### config.mk
export PLATFORM = sky130hd
export DESIGN_NAME = traffic_phase_ctrl
export DESIGN_NICKNAME = d
export VERILOG_FILES = /design/src/rtl/traffic_pkg.sv /design/src/rtl/rr_next_sel.sv /design/src/rtl/traffic_phase_ctrl.sv
export SDC_FILE = /design/constraint.sdc
export NUM_CORES = 1
export LEC_CHECK = 0
export CORE_MARGIN = 3
export CORE_UTILIZATION = 40
export CTS_BUF_LIST = sky130_fd_sc_hd__clkbuf_8
export CTS_CLUSTER_SIZE = 25
export DETAILED_ROUTE_END_ITERATION = 7
export REMOVE_ABC_BUFFERS = 1
export SYNTH_ARGS = -nofsm -noshare
export SYNTH_HDL_FRONTEND = slang
export SYNTH_SLANG_ARGS = --single-unit
### constraint.sdc
create_clock -name clk -period 2.5 [get_ports clk]
set_input_delay 0.5 -clock clk [delete_from_list [all_inputs] [get_ports clk]]
set_output_delay 0.5 -clock clk [all_outputs]
set_load 0.01 [all_outputs]
### src/rtl/traffic_pkg.sv
// ----------------------------------------------------------------------------
// traffic_pkg
// Shared definitions for the intersection phase controller:
//   - 2-bit lamp codes (RED / GREEN / YELLOW; code 3 is never driven)
//   - phase FSM state enum (S_WALK is only reachable with TRAFFIC_PED_EN)
//   - clog2 helper used for index widths
// ----------------------------------------------------------------------------
package traffic_pkg;

    localparam logic [1:0] RED    = 2'd0;
    localparam logic [1:0] GREEN  = 2'd1;
    localparam logic [1:0] YELLOW = 2'd2;

    typedef enum logic [1:0] {
        S_GREEN  = 2'd0,
        S_YELLOW = 2'd1,
        S_ALLRED = 2'd2,
        S_WALK   = 2'd3
    } state_t;

    // Ceiling log2, minimum 1 so an index signal never collapses to zero width.
    function automatic int clog2(input int value);
        int r;
        r = 1;
        for (int i = 1; i < 31; i++) begin
            if ((1 << r) < value) begin
                r = i + 1;
            end
        end
        return r;
    endfunction

endpackage

### src/rtl/rr_next_sel.sv
// ----------------------------------------------------------------------------
// rr_next_sel
// Combinational round-robin picker. Searches cur_idx+1, cur_idx+2, ... modulo
// N and returns the first requesting approach. cur_idx itself is never chosen.
//   req       in  N      request vector
//   cur_idx   in  IDX_W  approach currently holding right-of-way
//   win_idx   out IDX_W  winning approach (cur_idx when nothing requests)
//   win_valid out 1      some approach other than cur_idx is requesting
// ----------------------------------------------------------------------------
module rr_next_sel
    import traffic_pkg::*;
#(
    parameter  int N     = 4,
    localparam int IDX_W = clog2(N)
) (
    input  logic [N-1:0]     req,
    input  logic [IDX_W-1:0] cur_idx,
    output logic [IDX_W-1:0] win_idx,
    output logic             win_valid
);

    logic [IDX_W-1:0] cand_idx [N];
    logic [N-1:0]     hit;

    // Candidate at rotation offset gi; offset 0 is the current holder and is
    // masked off so it can never win.
    for (genvar gi = 0; gi < N; gi++) begin : g_cand
        if (gi == 0) begin : g_self
            assign cand_idx[gi] = cur_idx;
            assign hit[gi]      = 1'b0;
        end else begin : g_other
            logic [IDX_W:0] sum;
            assign sum          = {1'b0, cur_idx} + (IDX_W+1)'(gi);
            assign cand_idx[gi] = (sum >= (IDX_W+1)'(N)) ? IDX_W'(sum - (IDX_W+1)'(N))
                                                         : IDX_W'(sum);
            assign hit[gi]      = req[cand_idx[gi]];
        end
    end

    // Walk from the farthest offset down so the nearest hit is written last.
    always_comb begin
        win_valid = 1'b0;
        win_idx   = cur_idx;
        for (int k = N - 1; k >= 0; k--) begin
            if (hit[k]) begin
                win_valid = 1'b1;
                win_idx   = cand_idx[k];
            end
        end
    end

endmodule

### src/rtl/traffic_phase_ctrl.sv
// ----------------------------------------------------------------------------
// traffic_phase_ctrl
// N-approach intersection phase controller. One approach is green at a time;
// the next approach is chosen round-robin among waiting cars. Minimum / maximum
// green, fixed yellow and all-red clearance are timed internally.
//   clk          in  1            clock, rising edge
//   rst          in  1            asynchronous active-high reset
//   car_present  in  N_APPROACH   per-approach car sensor (level)
//   light        out 2*N_APPROACH lamp code, approach i at [2i+1:2i]
//   active_idx   out IDX_W        approach holding / finishing right-of-way
//   phase_change out 1            pulse on each entry to GREEN
// Optional build macro TRAFFIC_PED_EN adds a pedestrian walk phase:
//   parameter WALK_T, input ped_req (pulse), output walk.
// All outputs are registered from next-state values.
// ----------------------------------------------------------------------------
module traffic_phase_ctrl
    import traffic_pkg::*;
#(
    parameter int N_APPROACH = 4,
    parameter int CNT_W      = 8,
    parameter int MIN_GREEN  = 4,
    parameter int MAX_GREEN  = 10,
    parameter int YELLOW_T   = 3,
    parameter int ALLRED_T   = 2
`ifdef TRAFFIC_PED_EN
    ,
    parameter int WALK_T     = 6
`endif
) (
    input  logic                          clk,
    input  logic                          rst,
    input  logic [N_APPROACH-1:0]         car_present,
`ifdef TRAFFIC_PED_EN
    input  logic                          ped_req,
    output logic                          walk,
`endif
    output logic [2*N_APPROACH-1:0]       light,
    output logic [clog2(N_APPROACH)-1:0]  active_idx,
    output logic                          phase_change
);

    localparam int IDX_W = clog2(N_APPROACH);

    localparam logic [CNT_W-1:0] MIN_LIM = CNT_W'(MIN_GREEN - 1);
    localparam logic [CNT_W-1:0] MAX_LIM = CNT_W'(MAX_GREEN - 1);
    localparam logic [CNT_W-1:0] Y_LIM   = CNT_W'(YELLOW_T - 1);
    localparam logic [CNT_W-1:0] AR_LIM  = CNT_W'(ALLRED_T - 1);
`ifdef TRAFFIC_PED_EN
    localparam logic [CNT_W-1:0] WALK_LIM = CNT_W'(WALK_T - 1);
`endif

    localparam logic [2*N_APPROACH-1:0] RESET_LIGHT = (2*N_APPROACH)'(GREEN);

    state_t                  state_reg, state_next;
    logic [CNT_W-1:0]        timer_reg, timer_next;
    logic [IDX_W-1:0]        active_reg, active_next;
    logic [IDX_W-1:0]        next_idx_reg, next_idx_next;
    logic [2*N_APPROACH-1:0] light_reg, light_next;
    logic                    pc_reg, pc_next;
    logic [1:0]              lamp_active;

    logic [IDX_W-1:0]        rr_idx;
    logic                    other_req;

`ifdef TRAFFIC_PED_EN
    logic ped_pend_reg, ped_pend_next;
    logic ped_again_reg, ped_again_next;
    logic walk_reg, walk_next;
`endif

    // Round-robin winner excluding the active approach; its valid flag is
    // exactly "some other approach is requesting".
    rr_next_sel #(
        .N (N_APPROACH)
    ) u_rr (
        .req       (car_present),
        .cur_idx   (active_reg),
        .win_idx   (rr_idx),
        .win_valid (other_req)
    );

    always_comb begin
        state_next    = state_reg;
        active_next   = active_reg;
        next_idx_next = next_idx_reg;
        unique case (state_reg)
            S_GREEN: begin
                // An uncontested green holds forever; contested green ends at
                // MAX only while the active approach is still occupied.
                if ((timer_reg >= MIN_LIM) && other_req &&
                    (!car_present[active_reg] || (timer_reg >= MAX_LIM))) begin
                    state_next    = S_YELLOW;
                    next_idx_next = rr_idx;
                end
            end
            S_YELLOW: begin
                if (timer_reg == Y_LIM) begin
                    state_next = S_ALLRED;
                end
            end
            S_ALLRED: begin
                if (timer_reg == AR_LIM) begin
`ifdef TRAFFIC_PED_EN
                    if (ped_pend_reg) begin
                        state_next = S_WALK;
                    end else begin
                        state_next  = S_GREEN;
                        active_next = next_idx_reg;
                    end
`else
                    state_next  = S_GREEN;
                    active_next = next_idx_reg;
`endif
                end
            end
`ifdef TRAFFIC_PED_EN
            S_WALK: begin
                if (timer_reg == WALK_LIM) begin
                    state_next  = S_GREEN;
                    active_next = next_idx_reg;
                end
            end
`endif
            default: begin
                state_next = S_GREEN;
            end
        endcase
    end

    // Timer restarts on every state entry and saturates otherwise.
    always_comb begin
        if (state_next != state_reg) begin
            timer_next = '0;
        end else if (timer_reg == {CNT_W{1'b1}}) begin
            timer_next = timer_reg;
        end else begin
            timer_next = timer_reg + 1'b1;
        end
    end

`ifdef TRAFFIC_PED_EN
    // A request seen during the walk itself is kept for the following cycle
    // of service instead of being swallowed by the end-of-walk clear.
    always_comb begin
        ped_pend_next  = ped_pend_reg;
        ped_again_next = ped_again_reg;
        if (state_reg == S_WALK) begin
            if (ped_req) begin
                ped_again_next = 1'b1;
            end
            if (state_next != S_WALK) begin
                ped_pend_next  = ped_again_reg | ped_req;
                ped_again_next = 1'b0;
            end
        end else if (ped_req) begin
            ped_pend_next = 1'b1;
        end
    end

    assign walk_next = (state_next == S_WALK);
`endif

    // Only the active approach can be non-RED, which keeps at most one lamp lit.
    always_comb begin
        lamp_active = RED;
        if (state_next == S_GREEN) begin
            lamp_active = GREEN;
        end else if (state_next == S_YELLOW) begin
            lamp_active = YELLOW;
        end
    end

    for (genvar gi = 0; gi < N_APPROACH; gi++) begin : g_lamp
        assign light_next[2*gi +: 2] = (active_next == IDX_W'(gi)) ? lamp_active : RED;
    end

    assign pc_next = (state_next == S_GREEN) && (state_reg != S_GREEN);

    always_ff @(posedge clk or posedge rst) begin
        if (rst) begin
            state_reg    <= S_GREEN;
            timer_reg    <= '0;
            active_reg   <= '0;
            next_idx_reg <= '0;
            light_reg    <= RESET_LIGHT;
            pc_reg       <= 1'b0;
        end else begin
            state_reg    <= state_next;
            timer_reg    <= timer_next;
            active_reg   <= active_next;
            next_idx_reg <= next_idx_next;
            light_reg    <= light_next;
            pc_reg       <= pc_next;
        end
    end

`ifdef TRAFFIC_PED_EN
    always_ff @(posedge clk or posedge rst) begin
        if (rst) begin
            ped_pend_reg  <= 1'b0;
            ped_again_reg <= 1'b0;
            walk_reg      <= 1'b0;
        end else begin
            ped_pend_reg  <= ped_pend_next;
            ped_again_reg <= ped_again_next;
            walk_reg      <= walk_next;
        end
    end

    assign walk = walk_reg;
`endif

    assign light        = light_reg;
    assign active_idx   = active_reg;
    assign phase_change = pc_reg;

endmodule
### Yosys cells after proc, flatten, opt, wreduce, memory -nomap -nowiden

Index checks and enable logic that the tools add are counted.

* flip-flop bits (word level): 23
* memories kept: 0
* bits in read-only memories: 0
* latch bits: 0
* logic and storage cells: 74
* output and inout port bits: 11
* bits in writable memories: 0

* equality and inequality tests: 11
* divide/modulo/power cells: 0
* multiplexer cells: 31
* multiply operators: 0
* bitwise gates (word level): 0
* shift-type cells: 0
* order comparisons: 9
* $add $sub $neg: 7
* reductions and logical operators: 10

Operator list (number)
* two-way mux 2 bit: 17
* two-way mux 8 bit: 2
* less-than comparator 2 x 3 -> 1 bit (second input constant): 4
* >= comparator 3 bit (second input constant): 3
* adder 8 x 1 -> 8 bit (second input constant): 1
* binary-select mux 1 bit (select 2 bit): 4
* == test 8 x 1 -> 1 bit (second input constant): 1
* == test 8 x 2 -> 1 bit (second input constant): 1
* == test 8 bit (second input constant): 1
* >= comparator 8 x 2 -> 1 bit (second input constant): 1
* >= comparator 8 x 4 -> 1 bit (second input constant): 1
* two-way mux 1 bit: 7
* adder 2 x 2 -> 3 bit (second input constant): 2
* == test 2 x 1 -> 1 bit (second input constant): 3
* == test 2 bit (second input constant): 3
* logical NOT 2 bit: 3
* case mux 2 bit (3 select lines): 1
* subtractor 2 x 1 -> 2 bit (second input constant): 3
* adder 2 x 1 -> 3 bit (second input constant): 1
* logical AND 1 bit: 3
* != test 2 bit: 1
* != test 2 bit (second input constant): 1
* AND reduction 2 bit: 1
* nonzero test 2 bit: 1
* 2 further kinds: 2

### Longest topological paths before layout

* depth in word-level cells: 16
* gate-level depth with buffers: 8

### By module

From an unflattened synthesis, not the netlist that was laid out.

* cell total of the unflattened synthesis: 124
* area, all modules: 1320.0 um^2

By module, submodules not included
* traffic_phase_ctrl: cells an instance 104, area each 1186.1 um^2, times used 1
* rr_next_sel: cells an instance 20, area each 133.9 um^2, times used 1

### Worst setup path before layout

Ideal clock, no wire load.

* kind: reg-to-reg
* start point: register timer_reg[5]
* end point: register light_reg[0], in the netlist light[0]
* stages on the path, launching flop included: 7
* arrival: 1.725 ns
* data required time: 2.403 ns
* slack: 0.679 ns
* path through: dfrtp_1 -> nor4_4 -> o21ai_1 -> o32ai_2 -> o21a_2 -> inv_2 -> nor4_1

* cells in the longest elaborated chain, start to end: 8

Ends and longest elaborated chain
* from (decl): RTL line traffic_phase_ctrl.sv:55 `logic [CNT_W-1:0] timer_reg, timer_next;`
* from (signal assigned): RTL line traffic_phase_ctrl.sv:189 `timer_reg <= timer_next;`
* >= comparator 8 x 2 -> 1 bit / >= comparator 8 x 4 -> 1 bit (equally long branches): RTL line traffic_phase_ctrl.sv:90, traffic_phase_ctrl.sv:91
* logical AND 1 bit / logical OR 1 bit (equally long branches): RTL line traffic_phase_ctrl.sv:90, traffic_phase_ctrl.sv:91
* logical AND 1 bit: RTL line traffic_phase_ctrl.sv:90 `if ((timer_reg >= MIN_LIM) && other_req &&`
* two-way mux 2 bit: RTL line traffic_phase_ctrl.sv:90
* case mux 2 bit (3 select lines) *: RTL line traffic_phase_ctrl.sv:86 `unique case (state_reg)`
* net state_next[0]: RTL line traffic_phase_ctrl.sv:54 `state_t state_reg, state_next;`
* logical NOT 2 bit *: RTL line traffic_phase_ctrl.sv:166 `if (state_next == S_GREEN) begin`
* two-way mux 2 bit *: RTL line traffic_phase_ctrl.sv:166
* two-way mux 2 bit *: RTL line traffic_phase_ctrl.sv:174 `assign light_next[2*gi +: 2] = (active_next == IDX_W'(gi)) ? lamp_active : RED;`
* net light_next[0]: RTL line traffic_phase_ctrl.sv:58 `logic [2*N_APPROACH-1:0] light_reg, light_next;`
* to (signal assigned): RTL line traffic_phase_ctrl.sv:192 `light_reg <= light_next;`
* to (decl): RTL line traffic_phase_ctrl.sv:58

Mark *: on every way through the listed nets, which the timed path passes. The rest lies on a longest branch.
A chain may end at the register's enable or synchronous reset.

### Worst setup path in the final report

* start point: input port car_present[3]
* end point: register light_reg[6], in the netlist light[6]

* cells in the longest elaborated chain, start to end: 12

Ends and longest elaborated chain
* from (decl): RTL line traffic_phase_ctrl.sv:32 `input logic [N_APPROACH-1:0] car_present,`
* binary-select mux 1 bit (select 2 bit): RTL line rr_next_sel.sv:36 `assign hit[gi] = req[cand_idx[gi]];`
* two-way mux 1 bit (not written as such): RTL line rr_next_sel.sv:36
* two-way mux 1 bit (3 in a row): RTL line rr_next_sel.sv:45 `if (hit[k]) begin`
* logical AND 1 bit: RTL line traffic_phase_ctrl.sv:90
* logical AND 1 bit *: RTL line traffic_phase_ctrl.sv:90
* two-way mux 2 bit *: RTL line traffic_phase_ctrl.sv:90
* case mux 2 bit (3 select lines) *: RTL line traffic_phase_ctrl.sv:86
* net state_next[0]: RTL line traffic_phase_ctrl.sv:54
* logical NOT 2 bit *: RTL line traffic_phase_ctrl.sv:166
* two-way mux 2 bit *: RTL line traffic_phase_ctrl.sv:166
* two-way mux 2 bit *: RTL line traffic_phase_ctrl.sv:174
* net light_next[6]: RTL line traffic_phase_ctrl.sv:58

Mark *: on every way through the listed nets, which the timed path passes. The rest lies on a longest branch. The select of a mux whose other input is x is not followed.

==> metrics.md <==
| Metric | Value |
|---|---|
| Status | finished clean |
| Dpl hpwl | 1860 µm |
| Final Util | 0.525 |
| TritonRoute pass-1 iters | 4 |
| Cell variety after synth | 35 |
| Port bufs | 16 |
| Maximum VDD drop | 0.530 mV |
| Worst r2r src | timer_reg[5] |
| Final antenna-violating net count | 0 |
| RR Endpoint | light[6] |
| Achievable frequency | 464 MHz |
| Post-CTS Setup Inserts | 0 |
| Synth Register Bits | 23 |
| Reg2reg path depth | 6 |
| Vias per cell | 5.50 |
| Via count | 995 |
| Drt wl/cell | 13.6 µm |
| Core area | 2850 µm² |
| Worst skew pair latency | 0.26 ns |
| CTS tree | yes |
| Rel. slew slack | 0.642 |
| Clock root buffer | clkbuf_8 |
| Syn Area/Cell | 9.58 µm² |
| Total Routing Usage GR | 0.150 |
| WP data arrival | 2.31 ns |
| Least-Margin Pin Slew | 0.536 ns |
| RD Place Congestion | 0.785 |
| IO Pins | 17 |
| Hold WC Path Type | in -> async |
| Final hold vios | 0 |
| Power Dens Cells | 1080 nW/µm² |
| Initial DRC Count | 22 |
| Clk slew on worst S/H paths | 0.08 ns |
| Routed WL | 2460 µm |
| Startpoint Class | input port |
| Critical path endpoint category | flip-flop |
| R2R Setup Slk | 0.39 ns |
| CP max FO | 6 |
| Initial core utilization | 0.436 |
| Gr ovfl total | 0 |
| Die area | 3820 µm² |
| Clock Sinks | 23 |
| Synthesis-to-finish area growth | 20.3% |
| Max-slew violations | 0 |
| Commonest cells after routing, fill and taps aside | dfrtp_1 (22), nor2_1 (20), clkdlybuf4s50_1 (16) |
| Worst Skew | 0.00282 ns |
| Period Utilization, post-route | 0.863 |
| Worst Setup Path Type | in -> reg |
| TritonCTS buffer count | 3 |
| Initial antenna violation count | 0 |
| Critical Path RT | 2.65 ns |
| Final worst path period need | 2.16 ns |
| Residual DRC | 0 |
| Htree depth | 1 |
| Layout cell share with drive strength beyond 1 | 0.107 |
| Post-Syn Area | 1240 µm² |
| DIE WIDTH | 61.8 µm |
| RSZ-0062 raised after global routing | false |
| Synth Instances | 130 |
| Final setup violating endpoints | 0 |
| Static Leak | 0.650 nW |
| Clock Tree Buf Depth | 2 |
| First-pass GRT wire length | 4200 µm |
| Die H | 61.8 µm |
| Commonest non-fill, non-tap cell in the layout | dfrtp_1 |
| Cell Rows | 19 |
| Number of gates resized after cts | 0 |
| Setup TNS Final | 0 ns |
| Yosys warns | 0 |
| Antenna Cells | 0 |
| Number of global-route vias before repair | 940 |
| Register area share after synthesis | 0.463 |
| Largest net degree at the start of global routing | 24 |
| Max-cap check violation count | 0 |
| Nets | 161 |
| Hold Buf Count CTS | 0 |
-- power breakdown --
group          internal [W]  switching [W]  total, W  leakage [nW]
combinational      0.000367       0.000373  0.000741         0.323
sequential         0.000501       0.000143  0.000644         0.302
clock              0.000111       0.000119  0.000230        0.0255
-- critical path, cell delays in order --
cell and delay, ns:
clkdlybuf4s50_1 0.56, mux2i_1 0.12, and2_1 0.19, o32ai_2 0.33
o21a_2 0.23, inv_2 0.07, nor4_1 0.32
-- logic make-up (layout without fill, tap and decap cells) --
logic type,after synthesis,after routing,synth area share
compound gates,24,24,0.130
xor+xnor,2,2,0.0141
fa+ha+maj,4,4,0.0402
buf+inv,10,30,0.0302
flops,23,23,0.463
mux,7,7,0.0603
simple gates,60,60,0.262
-- routing by layer --
metal	up-vias	GRT usage	wire length, µm
met5	-	0	0
met2	16	0.214	1080
li1	507	-	-
met3	5	0.0248	63
met1	467	0.223	1270
met4	0	0.0636	46
-- worst max-delay path by stage --
stage	start	to	slack [ns]	cells past startpoint
CTS	car_present[3]	light[6]	0.32	7
global route	timer_reg[1]	light[0]	0.15	8
floorplan	timer_reg[5]	light[0]	0.68	6
detailed placement	car_present[3]	light[6]	0.04	7
finish	car_present[3]	light[6]	0.34	7
global placement	car_present[3]	light[6]	0.19	7
-- through the flow --
stage / setup WS [ns] / instances / hold WS, ns / total power [W] / instance area [µm²]
3_5_place_dp: 0.0444 / 177 / 0.576 / 0.00140 / 1450
5_1_grt: 0.154 / 181 / 0.610 / 0.00176 / 1500
4_1_cts: 0.323 / 181 / 0.601 / 0.00163 / 1500
6_report: 0.343 / 181 / 0.583 / 0.00161 / 1500
3_3_place_gp: 0.189 / 177 / 0.590 / 0.00138 / 1450
2_1_floorplan: 0.679 / 128 / 0.501 / 0.00112 / 1240
-- final cells by class --
class	instances	area [µm²]
Clock inverter	1	5.00
Fill cell	269	1360
Sequential cell	23	577
Inverter	8	30.0
Tap cell	31	38.8
Multi-Input combinational cell	97	631
Timing Repair Buffer	18	175
Clock buffer	3	41.3
-- cells in the mapped netlist (all sizes together) --
| master | n | share of area |
|---|---|---|
| a211oi | 1 | 0.0060 |
| nor4 | 5 | 0.037 |
| a31oi | 4 | 0.020 |
| nor2b | 5 | 0.025 |
| dfrtp | 22 | 0.44 |
| nor3 | 3 | 0.012 |
| and4b | 1 | 0.0080 |
| nand2b | 1 | 0.0050 |
| and2 | 1 | 0.0050 |
| xnor2 | 2 | 0.014 |
| nor2 | 20 | 0.060 |
| o21a | 2 | 0.013 |
| ha | 4 | 0.040 |
| nand4 | 3 | 0.015 |
| nor3b | 4 | 0.024 |
| a21oi | 6 | 0.024 |
| mux2i | 3 | 0.024 |
| inv | 8 | 0.024 |
| dfstp | 1 | 0.021 |
| nand3b | 1 | 0.0060 |
| nand3 | 6 | 0.024 |
| a31o | 1 | 0.0070 |
| nand2 | 6 | 0.018 |
| o32ai | 1 | 0.013 |
| o21ai | 5 | 0.020 |
| mux2 | 4 | 0.036 |
| and4 | 1 | 0.0070 |
| clkbuf | 2 | 0.0060 |
| and3 | 3 | 0.015 |
| a22oi | 2 | 0.012 |
| o221ai | 2 | 0.014 |
Note: power is estimated with default switching activity, not from simulation.
==> edit 1, RTL diff (config.mk and constraints unchanged) <==
The parameter `N_APPROACH` goes from 4 to 2.
--- a/src/rtl/traffic_phase_ctrl.sv
+++ b/src/rtl/traffic_phase_ctrl.sv
@@ -17,5 +17,5 @@
     import traffic_pkg::*;
 #(
-    parameter int N_APPROACH = 4,
+    parameter int N_APPROACH = 2,
     parameter int CNT_W      = 8,
     parameter int MIN_GREEN  = 4,
Interface: changed (resized active_idx, car_present and light); port bits go from 17 to 10. No check against the original RTL was run, so the function may have changed too.
==> edit 1 against the original RTL <==
  * Setup slack gained 0.24 ns
  * Largest cell class unchanged
  * Critical endpoint is now timer_reg[7]
  * Final area shrank 28%
  * Synthesized area shrank 26%
  * Sequential cell count shrank 6
  * Critical path type is now flip-flop to flip-flop
  * Largest power group unchanged
  * Routed wire length shrank 28%
  * Total power shrank 21%
  * Synthesized cell count shrank 33%
==> edit 1: results (changes against the original RTL) <==
* Mux contribution to synthesized area at 5.67% (was 6.03%)
* Ranking of synthesized cells by area: dfrtp_1, ha_1, nor4_1, mux2i_1, dfstp_2 (was dfrtp_1, nor2_1, ha_1, mux2_2, nor2b_1)
* Post-CTS sizing at 0 (unchanged)
* Top post-synthesis cells by count: dfrtp_1, inv_1, nor2_1 (was dfrtp_1, nor2_1, inv_1)
* Total CTS buffers at 3 (unchanged)
* Crit-path max FO at 13 (was 6)
* Largest net degree at the start of global routing at 18 (was 24)
* Hold_ws at 0.521 ns (was 0.583 ns)
* Relative slew margins at 56.9% (was 64.2%)
* Met1 GRT Util at 19.3% (was 22.3%)
* Worst r2r src: timer_reg[5] (unchanged)
* Worst reg2reg path endpoint: timer_reg[7] (was light[6])
* Finished Layout Cells at 125 (was 181)
* Hold crit path type: flip-flop to flip-flop (was primary input to asynchronous set/reset pin)
* First-pass DRT Iterations at 2 (was 4)
* Final wirelength at 1780 um (was 2460 um)
* Proportion of layout cells with a drive suffix above 1 at 15.3% (was 10.7%)
* Reg-to-reg setup timing slack at 0.59 ns (was 0.39 ns)
* Seq/Total Area, Yosys at 46.0% (was 46.3%)
* GRT Util Overall at 15.1% (was 15.0%)
* Yosys top cell by area: dfrtp_1 (unchanged)
* Port bufs at 9 (was 16)
* Worst-case reg-to-reg path depth at 5 (was 6)
* Nets at 107 (was 161)
* Hold EP: next_idx_reg
* Arrival @ worst endpoint at 2.03 ns (was 2.31 ns)
* Max reg flops at 8
* Root Driver: clkbuf_8 (unchanged)
* CTS HTree Levels at 1 (unchanged)
* Syn Inst Count at 87 (was 130)
* First-pass GRT wire length at 3170 um (was 4200 um)
* Placed cell area at 1040 um^2 (was 1450 um^2)
* Syn. warnings at 0 (unchanged)
* Iter 0 DRT Violations at 7 (was 22)
* Clk slew on worst S/H paths at 0.06 ns (was 0.08 ns)
* Peak supply drop at 0.000637 V (was 0.000530 V)
* Skew final at 0.000825 ns (was 0.00282 ns)
* Final Wtd Congestion at 0.676 (was 0.785)
* Synth cell types at 35 (unchanged)
* Met2 global-route usage at 23.3% (was 21.4%)
* Post-synthesis xor/xnor area fraction at 0.945% (was 1.41%)
* Layout filler cell count at 205 (was 269)
* Vias in the first global route at 687 (was 940)
* Post-synthesis compound-gate area fraction at 13.0% (about the same)
* Dpl ws at 0.385 ns (was 0.0444 ns)
* Outcome: complete, no violations (unchanged)
* Clock latency at the later pin of the worst-skew pair at ~0.25 ns
* Hpwl dp at 1250 um (was 1860 um)
* Static leakage at 0.475 nW (was 0.650 nW)
* Met3 usage at 6.37% (was 2.48%)
* Placed cells at 121 (was 177)
* Via count at 683 (was 995)
* Post-Synth Adder-Cell Area at 5.40% (was 4.02%)
-- edit 1: cell types whose count changed in the layout (fill, tap and decap cells not counted), sizes merged, moves of 5 or more --
cell,change
nor2,-14
clkdlybuf4s50,-7
nand2,-5
dfrtp,-6
-- edit 1: area by class of cell --
type                    instances  area, um^2  share of cell area, %
repair buffers                 10        97.6                   9.02
multi-input cells              61         457                   42.2
clock inverters                 1        3.75                  0.347
flip-flops and latches         17         427                   39.4
clock buffers                   3        41.3                   3.82
inverters                       6        22.5                   2.08
well taps                      27        33.8                   3.12
-- edit 1: critical path, cell delays in order, from the launching register on --
cell       delay [ns]
dfrtp_1          0.46
nor4_4           0.52
a2111o_1         0.23
a31oi_2          0.04
buf_4            0.22
a2111oi_0        0.30
-- edit 1: kinds of logic after synthesis --
logic type                 after synthesis
AOI/OAI and AO/OA                       15
adders and majority gates                4
and+or+nand+nor                         36
DFF                                     17
buffers and inverters                    9
muxes                                    5
xor gates and xnor gates                 1
-- edit 1: worst max path at each step --
stage                   start      endpoint  slack (ns)  cells after the start
2_1_floorplan    timer_reg[1]  next_idx_reg        0.48                      5
3_3_place_gp   car_present[0]  next_idx_reg        0.41                      5
3_5_place_dp   car_present[0]  next_idx_reg        0.38                      5
4_1_cts          timer_reg[5]  timer_reg[7]        0.56                      5
5_1_grt          timer_reg[1]  timer_reg[7]        0.34                      6
6_report         timer_reg[5]  timer_reg[7]        0.59                      5
-- edit 1: where the power goes --
group          switching (mW)  internal [mW]
sequential              0.120          0.387
combinational           0.286          0.287
clock                  0.0867          0.109
-- edit 1: layer usage --
metal	vias to the layer above	routed length, um	part of all wire, %
met4	0	7	0.39
met3	2	91	5.1
met2	9	797	45
li1	345	-	-
met1	327	879	49
met5	-	0	0
==> edit 2, RTL diff (config.mk and constraints unchanged) <==
Made on the original files. Re-encode `state_t` (4 states) as one-hot, 4 bits wide.
--- a/src/rtl/traffic_pkg.sv
+++ b/src/rtl/traffic_pkg.sv
@@ -12,9 +12,9 @@
     localparam logic [1:0] YELLOW = 2'd2;
 
-    typedef enum logic [1:0] {
-        S_GREEN  = 2'd0,
-        S_YELLOW = 2'd1,
-        S_ALLRED = 2'd2,
-        S_WALK   = 2'd3
+    typedef enum logic [3:0] {
+        S_GREEN  = 4'b0001,
+        S_YELLOW = 4'b0010,
+        S_ALLRED = 4'b0100,
+        S_WALK   = 4'b1000
     } state_t;
 
Check against the original RTL: no difference found for any inputs over 10 cycles, from zero or initial values and one cycle with rst high; not proved beyond that.
==> edit 2 against the original RTL <==
  * Final area rose by 14%
  * Setup slack better by 0.024 ns
  * Routed wire length grew 17%
  * Synthesized area up 17%
  * Core utilization decreased by 2.3 points
  * Critical path depth fell by 2
  * Sequential cell count is 2 higher
  * Critical endpoint is now next_idx_reg[0]
  * Largest cell class unchanged
Power is not compared: it rests on default switching activity, and its combinational part moved more than twofold at a synthesized area within 25%.
==> edit 2: results (changes against the original RTL) <==
* Outcome: complete, no violations (unchanged)
* Dpl ws at 0.0917 ns (was 0.0444 ns)
* Final Wtd Congestion at 0.837 (was 0.785)
* Vias in the first global route at 1029 (was 940)
* Ranking of synthesized cells by area: dfrtp_1, a211oi_1, dfstp_2, ha_1, mux2i_4 (was dfrtp_1, nor2_1, ha_1, mux2_2, nor2b_1)
* Worst reg2reg path endpoint: next_idx_reg[0] (was light[6])
* Seq/Total Area, Yosys at 43.2% (was 46.3%)
* Final wirelength at 2870 um (was 2460 um)
* Hpwl dp at 2150 um (was 1860 um)
* Final clock-cell share at 2.85% (was 3.09%)
* Skew final at 0.00593 ns (was 0.00282 ns)
* Worst r2r src: active_idx[1] (was timer_reg[5])
* Proportion of layout cells with a drive suffix above 1 at 19.7% (was 10.7%)
* Root Driver: clkbuf_8 (unchanged)
* Mux contribution to synthesized area at 8.94% (was 6.03%)
* Iter 0 DRT Violations at 38 (was 22)
* Via/cell ratio at 5.55 (was 5.50)
* Top post-synthesis cells by count: dfrtp_1, a211oi_1, nor4_1 (was dfrtp_1, nor2_1, inv_1)
* Tcrit/Tclk final at 85.3% (was 86.3%)
* Met2 global-route usage at 22.8% (was 21.4%)
* Post-synthesis compound-gate area fraction at 15.7% (was 13.0%)
* Comb power frac at between 10% and 20%
* Placed cells at 194 (was 177)
* Mean post-synth cell area at 10.9 um^2 (was 9.58 um^2)
* Crit-path max FO at 5 (was 6)
* First-pass GRT wire length at 4740 um (was 4200 um)
* Metal1 wirelength at 1390 um (was 1270 um)
* Sequential fraction of total cell area at 36.6% (was 38.5%)
* Max incr delay on CP at 0.52 ns (was 0.56 ns)
* Synthesis-stage register bit count at 25 (was 23)
* Multi-In Gates at 96 (was 97)
* Post-CTS sizing at 0 (unchanged)
* Post-Synth Adder-Cell Area at 3.44% (was 4.02%)
* Fraction of area in multi-input gates at 44.5% (was 42.1%)
* Nets at 163 (was 161)
* Met3 usage at 2.21% (was 2.48%)
* Synth cell types at 50 (was 35)
* Cell family with most CP delay: multiplexers (was buffers and inverters)
* Finished Layout Cells at 198 (was 181)
* Hold_ws at 0.576 ns (was 0.583 ns)
* Largest net degree at the start of global routing at 16 (was 24)
* Worst-case reg-to-reg path depth at 4 (was 6)
* Tightest Pin Transition at 0.612 ns (was 0.536 ns)
* Routed wl met2 at 1380 um (was 1080 um)
* Layout filler cell count at 324 (was 269)
* Slowest cell on crit path: mux4_2 (was clkdlybuf4s50_1)
* Number of non-clock buffers at 20 (was 18)
* Port bufs at 16 (unchanged)
* Data buffer area share at 11.1% (was 11.7%)
* WL met3 at 77 um (was 63 um)
* Met1 GRT Util at 19.0% (was 22.3%)
* Logic inverters at 7 (was 8)
* Post-synthesis xor/xnor area fraction at 0.602% (was 1.41%)
* GRT Util Overall at 14.1% (was 15.0%)
[edit 2: cell families after synthesis]
group	count (synthesis)
adder cells (fa/ha/maj)	4
flip-flops	25
XOR/XNOR	1
other	1
AO/OA/AOI/OAI	29
multiplexers	9
buffers and inverters	13
AND/OR/NAND/NOR	52
[edit 2: how the worst max path moves through the flow]
stage                         from               to  cells after the start
floorplan            active_idx[1]  next_idx_reg[0]                      4
global placement    car_present[3]  next_idx_reg[1]                      5
detailed placement  car_present[3]  next_idx_reg[0]                      5
CTS                 car_present[3]  next_idx_reg[0]                      5
global route          state_reg[3]         light[0]                      5
finish              car_present[3]  next_idx_reg[0]                      5
[edit 2: stage by stage]
stage,power (mW),cell area (um^2),util (%)
floorplan,0.554,1420,-
global placement,0.599,1670,48.8
detailed placement,0.603,1670,48.8
CTS,0.851,1710,50.2
global route,0.890,1710,50.2
finish,0.843,1710,50.2
